### config.mk
export PLATFORM = sky130hd
export DESIGN_NAME = sync_fifo_flags
export DESIGN_NICKNAME = d
export VERILOG_FILES = /design/src/rtl/sync_fifo_flags.sv
export SDC_FILE = /design/constraint.sdc
export NUM_CORES = 1
export LEC_CHECK = 0
export CORE_ASPECT_RATIO = 0.75
export CORE_UTILIZATION = 40
export CTS_BUF_LIST = sky130_fd_sc_hd__clkbuf_16
export DETAILED_ROUTE_END_ITERATION = 12
export PLACE_DENSITY = 0.53
export SLEW_MARGIN = 30
export SYNTH_ARGS = -nofsm -noshare
export SYNTH_HDL_FRONTEND = slang
export SYNTH_SLANG_ARGS = --single-unit
### constraint.sdc
create_clock -name clk -period 3.63 [get_ports clk]
set_clock_uncertainty 0.1 [all_clocks]
set_input_delay 0.726 -clock clk [delete_from_list [all_inputs] [get_ports clk]]
set_output_delay 0.726 -clock clk [all_outputs]
set_load 0.01 [all_outputs]
### src/rtl/sync_fifo_flags.sv
// Synchronous FIFO with occupancy count, registered full/empty/almost flags and
// one-cycle overflow/underflow pulses. Read port is registered (FWFT=0) or first-word-fall-through (FWFT=1).
module sync_fifo_flags #(
    parameter int DEPTH      = 16,
    parameter int DATA_WIDTH = 8,
    parameter int AF_LEVEL   = DEPTH - 2,
    parameter int AE_LEVEL   = 2,
    parameter int FWFT       = 0
) (
    input  logic                     clk,
    input  logic                     rst,
    input  logic                     w_en,
    input  logic                     r_en,
    input  logic [DATA_WIDTH-1:0]    data_in,
    output logic [DATA_WIDTH-1:0]    data_out,
    output logic                     full,
    output logic                     empty,
    output logic                     almost_full,
    output logic                     almost_empty,
    output logic [$clog2(DEPTH):0]   count,
    output logic                     overflow,
    output logic                     underflow
);

    localparam int AW = $clog2(DEPTH);
    localparam int PW = AW + 1;

    localparam logic [PW-1:0] DEPTH_CNT = PW'(DEPTH);
    localparam logic [PW-1:0] AF_CNT    = PW'(AF_LEVEL);
    localparam logic [PW-1:0] AE_CNT    = PW'(AE_LEVEL);
    localparam logic [PW-1:0] ONE_CNT   = PW'(1);

    logic [DATA_WIDTH-1:0] mem [DEPTH];

    logic [PW-1:0] wr_ptr_reg;
    logic [PW-1:0] wr_ptr_next;
    logic [PW-1:0] rd_ptr_reg;
    logic [PW-1:0] rd_ptr_next;
    logic [PW-1:0] count_reg;
    logic [PW-1:0] count_next;

    logic full_reg;
    logic empty_reg;
    logic almost_full_reg;
    logic almost_empty_reg;
    logic overflow_reg;
    logic underflow_reg;
    logic [DATA_WIDTH-1:0] data_out_reg;

    logic rd_acc;
    logic wr_acc;

    // Acceptance uses only registered flags; a full FIFO still takes a write
    // when a read frees the head slot in the same cycle.
    assign rd_acc = r_en && !empty_reg;
    assign wr_acc = w_en && (!full_reg || rd_acc);

    always_comb begin
        wr_ptr_next = wr_ptr_reg;
        rd_ptr_next = rd_ptr_reg;
        count_next  = count_reg;
        if (wr_acc) begin
            wr_ptr_next = wr_ptr_reg + ONE_CNT;
        end
        if (rd_acc) begin
            rd_ptr_next = rd_ptr_reg + ONE_CNT;
        end
        if (wr_acc && !rd_acc) begin
            count_next = count_reg + ONE_CNT;
        end else if (rd_acc && !wr_acc) begin
            count_next = count_reg - ONE_CNT;
        end
    end

    always_ff @(posedge clk) begin
        if (rst) begin
            wr_ptr_reg       <= '0;
            rd_ptr_reg       <= '0;
            count_reg        <= '0;
            full_reg         <= 1'b0;
            empty_reg        <= 1'b1;
            almost_full_reg  <= 1'b0;
            almost_empty_reg <= 1'b1;
            overflow_reg     <= 1'b0;
            underflow_reg    <= 1'b0;
        end else begin
            wr_ptr_reg       <= wr_ptr_next;
            rd_ptr_reg       <= rd_ptr_next;
            count_reg        <= count_next;
            full_reg         <= (count_next == DEPTH_CNT);
            empty_reg        <= (count_next == '0);
            almost_full_reg  <= (count_next >= AF_CNT);
            almost_empty_reg <= (count_next <= AE_CNT);
            overflow_reg     <= w_en && !wr_acc;
            underflow_reg    <= r_en && !rd_acc;
        end
    end

    // Storage is deliberately not reset so it maps onto block RAM.
    always_ff @(posedge clk) begin
        if (!rst && wr_acc) begin
            mem[wr_ptr_reg[AW-1:0]] <= data_in;
        end
    end

    generate
        if (FWFT == 0) begin : g_std_read
            // Read-first: on a full read+write the head word leaves before being overwritten.
            always_ff @(posedge clk) begin
                if (rst) begin
                    data_out_reg <= '0;
                end else if (rd_acc) begin
                    data_out_reg <= mem[rd_ptr_reg[AW-1:0]];
                end
            end
        end else begin : g_fwft_read
            logic [AW-1:0] head_addr;
            logic          head_bypass;

            // The output register tracks the head after this edge; a word written
            // into the new head slot this cycle is not in memory yet, so forward it.
            assign head_addr   = rd_ptr_next[AW-1:0];
            assign head_bypass = wr_acc && (wr_ptr_reg[AW-1:0] == head_addr);

            always_ff @(posedge clk) begin
                if (rst) begin
                    data_out_reg <= '0;
                end else if (count_next == '0) begin
                    data_out_reg <= '0;
                end else if (head_bypass) begin
                    data_out_reg <= data_in;
                end else begin
                    data_out_reg <= mem[head_addr];
                end
            end
        end
    endgenerate

    assign data_out     = data_out_reg;
    assign full         = full_reg;
    assign empty        = empty_reg;
    assign almost_full  = almost_full_reg;
    assign almost_empty = almost_empty_reg;
    assign count        = count_reg;
    assign overflow     = overflow_reg;
    assign underflow    = underflow_reg;

endmodule

# Yosys cells after proc, flatten, opt, wreduce, memory -nomap -nowiden
# Memory sizes are Yosys's and may differ from the RTL's. A register that Yosys moved wholly into a read port is not among the register bits.
# Cells that the tools add are included.
# op_classes
n_addsub	4
mul	0
div_mod_pow	0
magnitude_cmp	2
n_eq_ne	1
shift	0
muxes	4
bitwise_logic	0
n_reduce_logical	14
# op_table
op	n
adder 5 x 1 -> 5 bit, second input constant	3
two-way mux 5 bit	2
logical AND 1 bit	7
equality test 5 bit, second input constant	1
>= comparator 5 x 4 -> 1 bit, second input constant	1
less-or-equal comparator 5 x 2 -> 1 bit, second input constant	1
zero test 1 bit	5
zero test 5 bit	1
subtractor 5 x 1 -> 5 bit, second input constant	1
two-way mux 1 bit	2
logical OR 1 bit	1
# word_totals
reg_bits	21
latch_bits	0
ramBits	128
mem_bits_ro	0
output_inout_bits	19
wordCells	35
n_memories	1
# mem_list
memory	words	width	read_ports	rd_clocked_by_memory_dff	write_ports	line_no	text
mem	16	8	1	1	1	33	logic [DATA_WIDTH-1:0] mem [DEPTH];

# Depth between registers and ports, before layout
# Gate-level depths: netlist (run 1).
# logic_depth
word_depth	9
depth_mapped	7

# Least setup slack after synthesis (run 1)
# No wires, ideal clock.
# synth_path
path_kind	input -> register
startpoint	input r_en
endpoint	memory mem[0][0], enable pin
arrival_ns	2.055
t_required_ns	3.147
setup_slack_ns	1.092
cell_stages	5
path_cell_list	nand2b_1 > a21boi_1 > and2_1 > nand2_1 > nor3_1
# synth_via
elab_chain_cells	6
# synth_rtl
element	line_no	text
from (decl)	13	input logic r_en,
logical AND 1 bit	55	assign rd_acc = r_en && !empty_reg;
logical OR 1 bit	56	assign wr_acc = w_en && (!full_reg || rd_acc);
logical AND 1 bit	56	
logical AND 1 bit	101	if (!rst && wr_acc) begin
two-way mux 1 bit	101	
two-way mux 1 bit (implied by the code)	102	mem[wr_ptr_reg[AW-1:0]] <= data_in;
to (decl)	33	
# Every way passes these cells.

# Worst setup path in the final report (run 1)
# layout_path
startpoint	input r_en
endpoint	register almost_empty_reg (netlist: almost_empty)
# layout_via
elab_chain_cells	8
word_cells_on_any_way	10
# layout_rtl
element	line_no	text
logical AND 1 bit (*)	55	
logical OR 1 bit	56	
logical AND 1 bit	56	
zero test 1 bit	70	end else if (rd_acc && !wr_acc) begin
logical AND 1 bit	70	
two-way mux 5 bit	70	
two-way mux 5 bit (*)	68	if (wr_acc && !rd_acc) begin
less-or-equal comparator 5 x 2 -> 1 bit (*)	93	almost_empty_reg <= (count_next <= AE_CNT);
to (signal assigned)	93	
to (decl)	45	logic almost_empty_reg;
# Every way passes the cells marked *; elsewhere a longest branch is shown, timed or not.
# A chain may end at the register's enable or synchronous reset.

==> results of run 1 <==
-- critical path, stage by stage --
cell and delay, ps:
clkdlybuf4s50_1 550, nor2b_1 500, nor2_1 160, a41oi_2 320, mux2_4 350, a221oi_2 180
-- metrics by stage --
step,util [%],instances
CTS,49.7,626
finish,49.7,626
floorplan,-,358
global placement,46.0,594
global route,49.7,626
detailed placement,46.0,594
-- power by group through the flow --
stage               combinational, uW  sequential [uW]  clock [uW]
floorplan                         246             2040           0
global placement                  388             2060           0
detailed placement                386             2060           0
CTS                               388             2020        1650
global route                      418             2020        1710
finish                            384             2020        1610
-- path summary, 6_finish.rpt --
check            endpoint  slack, ps  depth (start not counted)
min           data_out[7]        390                          2
max reg2reg   data_out[7]       1290                          6
min reg2reg   data_out[7]        390                          2
max          almost_empty       1090                          6
-- final cells by class --
cell class,count,area [um^2]
sequential,155,4390
timing repair buffer,53,485
fill,1208,7390
clock buffer,17,425
clock inverter,15,113
multi-input combinational,180,1620
tap,200,250
inverter,6,22.5
-- metal layers --
layer,vias to the layer above,part of all wire [%]
li1,1513,-
met1,1674,50
met2,75,43
met3,20,5.4
met4,0,1.7
met5,-,0
-- cells by family after synthesis --
family	after synthesis	share of synthesized area (%)
flops	155	71.5
xor+xnor	9	1.29
fa+ha+maj	7	1.43
simple gates	94	7.49
compound gates	37	4.12
buf+inv	23	2.12
mux	33	12.1
-- cells in the final DEF (no fill, tap or decap), types with 2 or more instances in the layout --
cell and n:
xor2_1 5, inv_6 3, nor2b_1 7, mux4_2 31, buf_4 22, o21ai_1 2, nand3_1 10, nand4_1 2
clkinv_1 3, nand2b_1 4, clkinv_4 5, inv_4 2, nor3b_1 2, a21oi_1 11, nor3_1 10, xnor2_1 4
ha_1 7, edfxtp_1 128, a31oi_1 9, dfxtp_1 25, inv_1 6, nor2_1 34, and2_1 2, a22oi_1 8
clkdlybuf4s50_1 30, dfxtp_2 2, nand2_1 17, clkbuf_16 17
==> impl_results.md, run 1 <==
* FF-to-FF Start: rd_ptr_reg[0]
* IO Count at 31
* Synthesized cell area at 0.00613 mm^2
* Synth Instances at 358
* Area Growth Syn to Fin at 19.1%
* H-tree Lvls at 4
* Share of layout cells above drive strength 1 at 21.6%
* Count leader, synth: edfxtp_1
* Max-Cap Viols at 0
* Lkg Pwr at 0.00238 uW
* Met3 Track Usage GR at 5.06%
* Logic pwr share at 9.6%
* Placed instance area at 0.00676 mm^2
* Vias in the first global route at 3309
* CTS tree: built
* Cell taking the most area after synthesis: edfxtp_1
* Clock slew at reported path FFs at 70 ps
* RSZ-0062 raised after global routing: false
* Max reg flops at 128
* Setup Viol. Count Final at 0
* Fin. Hold Viols at 0
* Slew Viols, Final at 0
* Post-synthesis average cell area at 17.1 um^2
* Register area share after synthesis at 71.5%
* Pint at 3040 uW
* GR Util met1 at 26.5%
* DR vias/cell at 5.24
* Pre-CTS setup slack at 650 ps
* Design Area, Final at 0.00730 mm^2
* Top-area cell type share of the netlist area at 62.7%
* Initial antenna violation count at 0
* Power Density at 550 mW/mm^2
* VDD IR max at 0.332 mV
* CP arrival at 2780 ps
* Grt met2 use at 26.2%
* First-pass GRT wire length at 20200 um
* DRC at 0
* Starting Density at 41.7%
* Drt total wl at 13200 um
* Share of flip-flops with an asynchronous set or reset at 0%
* RePlAce Congestion at 0.828
* DR WL/cell at 21.1 um
* Total Neg Setup Slack at 0 ps
* Row count at 38
* IO buf count at 30
* Antenna Nets Post-Route at 0
* Yosys reg bits at 155
* Max-slew headroom at 44.6%
* Die Ht at 109 um
* Hold buffers post-CTS at 0
* Width of the die at 145 um
* Detailed Place HPWL at 8940 um
* Hold Crit Start: data_out[7]
* Ys Warns at 0
* # Post-CTS Setup Buffers at 0
* Vias after detailed routing at 3282
* Core ar. at 0.0147 mm^2
* Grt ovf at 0
* Worst EP required at 3870 ps
* NetSw at 976 uW
* Number of buffers created by CTS at 17
* Sequential Power Share at 50.3%
* Prevailing post-synth register cell: edfxtp_1
* Post-synth EDFFs at 128
* Pwr Total at 4010 uW
* Clock buffer depth at 2
* Worst hold path type: reg -> reg
* Top cells by area, synth: edfxtp_1 63%, mux4_2 11%, dfxtp_1 8.8%, nor2_1 2.1%, ha_1 1.4%
* Critical Path Start: r_en
* Diode count at 0
* CP max FO at 7
* Most frequent cells after synthesis: 128 x edfxtp_1, 34 x nor2_1, 31 x mux4_2, 27 x dfxtp_1, 17 x nand2_1
* Final setup margin at 1090 ps
* Min Hold Slack at 394 ps
* Post_cts resized at 0
* Clk root buf: clkbuf_16
* Critical Path Source Type: input pin
* Tot GR Track Use at 18.3%
* F_max at 393 MHz
* Critical Path End Type: flip-flop
* Iteration count of the initial detailed-routing pass at 4
* Status: complete, no violations
* Clock Power Share at 40.2%
* DRT iter0 DRCs at 295
* Nets@finish at 432
* TritonCTS sink count at 155
* Final period utilization at 70.1%
* Largest net degree at the start of global routing at 24
* Full die area at 0.0158 mm^2
* Skew-Pair Late Insertion Delay at 420 ps
* Worst-Margin Slew at 830 ps
* Shortest period the worst path allows at 2540 ps
* Crit Path Category: in -> reg
* Syn_nets at 377
* Switch share at 24.3%
* Most used routing layer: met1
* Cell variety after synth at 42
Note: power is estimated with default switching activity, not from simulation.
==> inputs of run 2 (changes only) <==
clock period = 2.38 ns   (was 3.63 ns; I/O delays follow)
==> impl_results.md, run 2 (synthesized netlist as in run 1, its figures left out) <==
* Status: complete, no violations (unchanged)
* Drt total wl at 13200 um (about the same)
* Row count at 38 (unchanged)
* Max-Cap Viols at 0 (unchanged)
* CP arrival at 2410 ps (was 2780 ps)
* Shortest period the worst path allows at 2170 ps
* Largest net degree at the start of global routing at 27 (was 24)
* Lkg Pwr at 0.00251 uW (was 0.00238 uW)
* DRT iter0 DRCs at 251 (was 295)
* Diode count at 0 (unchanged)
* H-tree Lvls at 4 (unchanged)
* Design Area, Final at 0.00753 mm^2 (was 0.00730 mm^2)
* Post_cts resized at 0 (unchanged)
* Die Ht at 109 um (unchanged)
* Power Density at 881 mW/mm^2 (was 550 mW/mm^2)
* Post-Route Utilization at 51.2% (was 49.7%)
* F_max at 460 MHz
* RSZ-0062 raised after global routing: false (unchanged)
* Worst hold path type: reg -> reg (unchanged)
* CTS tree: built (unchanged)
* Fin. Hold Viols at 0 (unchanged)
* CP max FO at 7 (unchanged)
* Share of layout cells above drive strength 1 at 24.2% (was 21.6%)
* Antenna Nets Post-Route at 0 (unchanged)
* Final cell count without fillers at 642 (was 626)
* VDD IR max at 0.502 mV (was 0.332 mV)
* Clock slew at reported path FFs at 60 ps (was 70 ps)
* Crit Path Category: reg -> reg (was in -> reg)
* Width of the die at 145 um (unchanged)
* Final setup margin at 205 ps (was 1090 ps)
* Vias in the first global route at 3342 (was 3309)
* Full die area at 0.0158 mm^2 (unchanged)
* First-pass GRT wire length at 20300 um (was 20200 um)
* Skew-Pair Late Insertion Delay at 420 ps (about the same)
* Vias after detailed routing at 3335 (was 3282)
* Pre-CTS setup slack at -125 ps (was 650 ps)
* Min Hold Slack at 394 ps (about the same)
* Iteration count of the initial detailed-routing pass at 4 (unchanged)
* DR vias/cell at 5.19 (was 5.24)
* Clock buffer depth at 2 (unchanged)
* Commonest non-fill, non-tap cell in the layout: edfxtp_1 (unchanged)
* Detailed Place HPWL at 9120 um (was 8940 um)
* Hold Path Cell Cnt at 2 (unchanged)
* Slew Viols, Final at 0 (unchanged)
* Core ar. at 0.0147 mm^2 (unchanged)
* R2R cell count at 7 (was 6)
* DRC at 0 (unchanged)
* Placed instance area at 0.00688 mm^2 (was 0.00676 mm^2)
* Number of buffers created by CTS at 17 (unchanged)
* # Post-CTS Setup Buffers at 0 (unchanged)
* IO buf count at 30 (unchanged)
* Critical Path End Type: flip-flop (unchanged)
* RePlAce Congestion at 0.801 (was 0.828)
* Setup Viol. Count Final at 0 (unchanged)
* Initial antenna violation count at 0 (unchanged)
* Max-slew headroom at 54.9% (was 44.6%)
* DR WL/cell at 20.5 um (was 21.1 um)
* Nets@finish at 448 (was 432)
* TritonCTS sink count at 155 (unchanged)
* Final period utilization at 91.4%
* Commonest cells after routing, fill and taps aside: 128 x edfxtp_1, 38 x buf_4, 34 x nor2_1 (was 128 x edfxtp_1, 34 x nor2_1, 31 x mux4_2)
* Area Growth Syn to Fin at 22.8% (was 19.1%)
* Worst EP required at 2610 ps (was 3870 ps)
* IO Count at 31 (unchanged)
* Placed Cells at 610 (was 594)
* Grt ovf at 0 (unchanged)
* Clk root buf: clkbuf_16 (unchanged)
* Max reg flops at 128 (unchanged)
* Hold buffers post-CTS at 0 (unchanged)
* Critical Path Source Type: flip-flop (was input pin)
* Starting Density at 41.7% (unchanged)
* Worst-Margin Slew at 674 ps (was 830 ps)
* Tot GR Track Use at 18.3% (about the same)
## run 2: changes by cell type in the layout (fill, tap and decap cells not counted), sizes merged
cell,change
buf,+16
clkinv,-6
bufinv,+5
clkinvlp,+1
## run 2: power by group
group          switching, uW  total, uW  internal [uW]
clock                   1070       2930           1860
combinational            331        645            314
sequential              52.8       3050           3000
total                   1450       6630           5180
## run 2: area by class of cell
class                      instances  area, um^2
sequential                       155        4390
inverter                           6        22.5
clock buffer                      17         425
tap                              200         250
clock inverter                    15         220
multi-input combinational        180        1620
fill                            1202        7160
timing repair buffer              69         606
## run 2: final timing paths
path,end,slack (ps),start
worst max-delay path,almost_empty,210,count[0]
worst min-delay path,data_out[0],390,data_out[0]
worst max register to register,almost_empty,210,count[0]
worst min register to register,data_out[0],390,data_out[0]
## run 2: critical path: stages (launching register included)
cell	delay (ps)
dfxtp_1	490
inv_1	130
ha_1	210
and4bb_1	200
nor3b_1	140
a41oi_2	280
mux2_4	360
a221oi_2	180
## run 2: metrics by stage
stage | setup TNS, ps | total power (uW)
after detailed placement | -8720 | 3760
final | 0 | 6630
after global placement | -4710 | 3760
after floorplan | 0 | 3490
after CTS | 0 | 6700
after global routing | 0 | 6870
## run 2: metal layers
layer	share of wire [%]	GRT usage, %	routed length [um]	up-vias
met5	0	0	0	-
met4	0.88	6.53	116	0
met3	5.5	5.06	727	9
met2	43	25.7	5720	87
met1	50	27.0	6610	1697
li1	-	-	-	1542
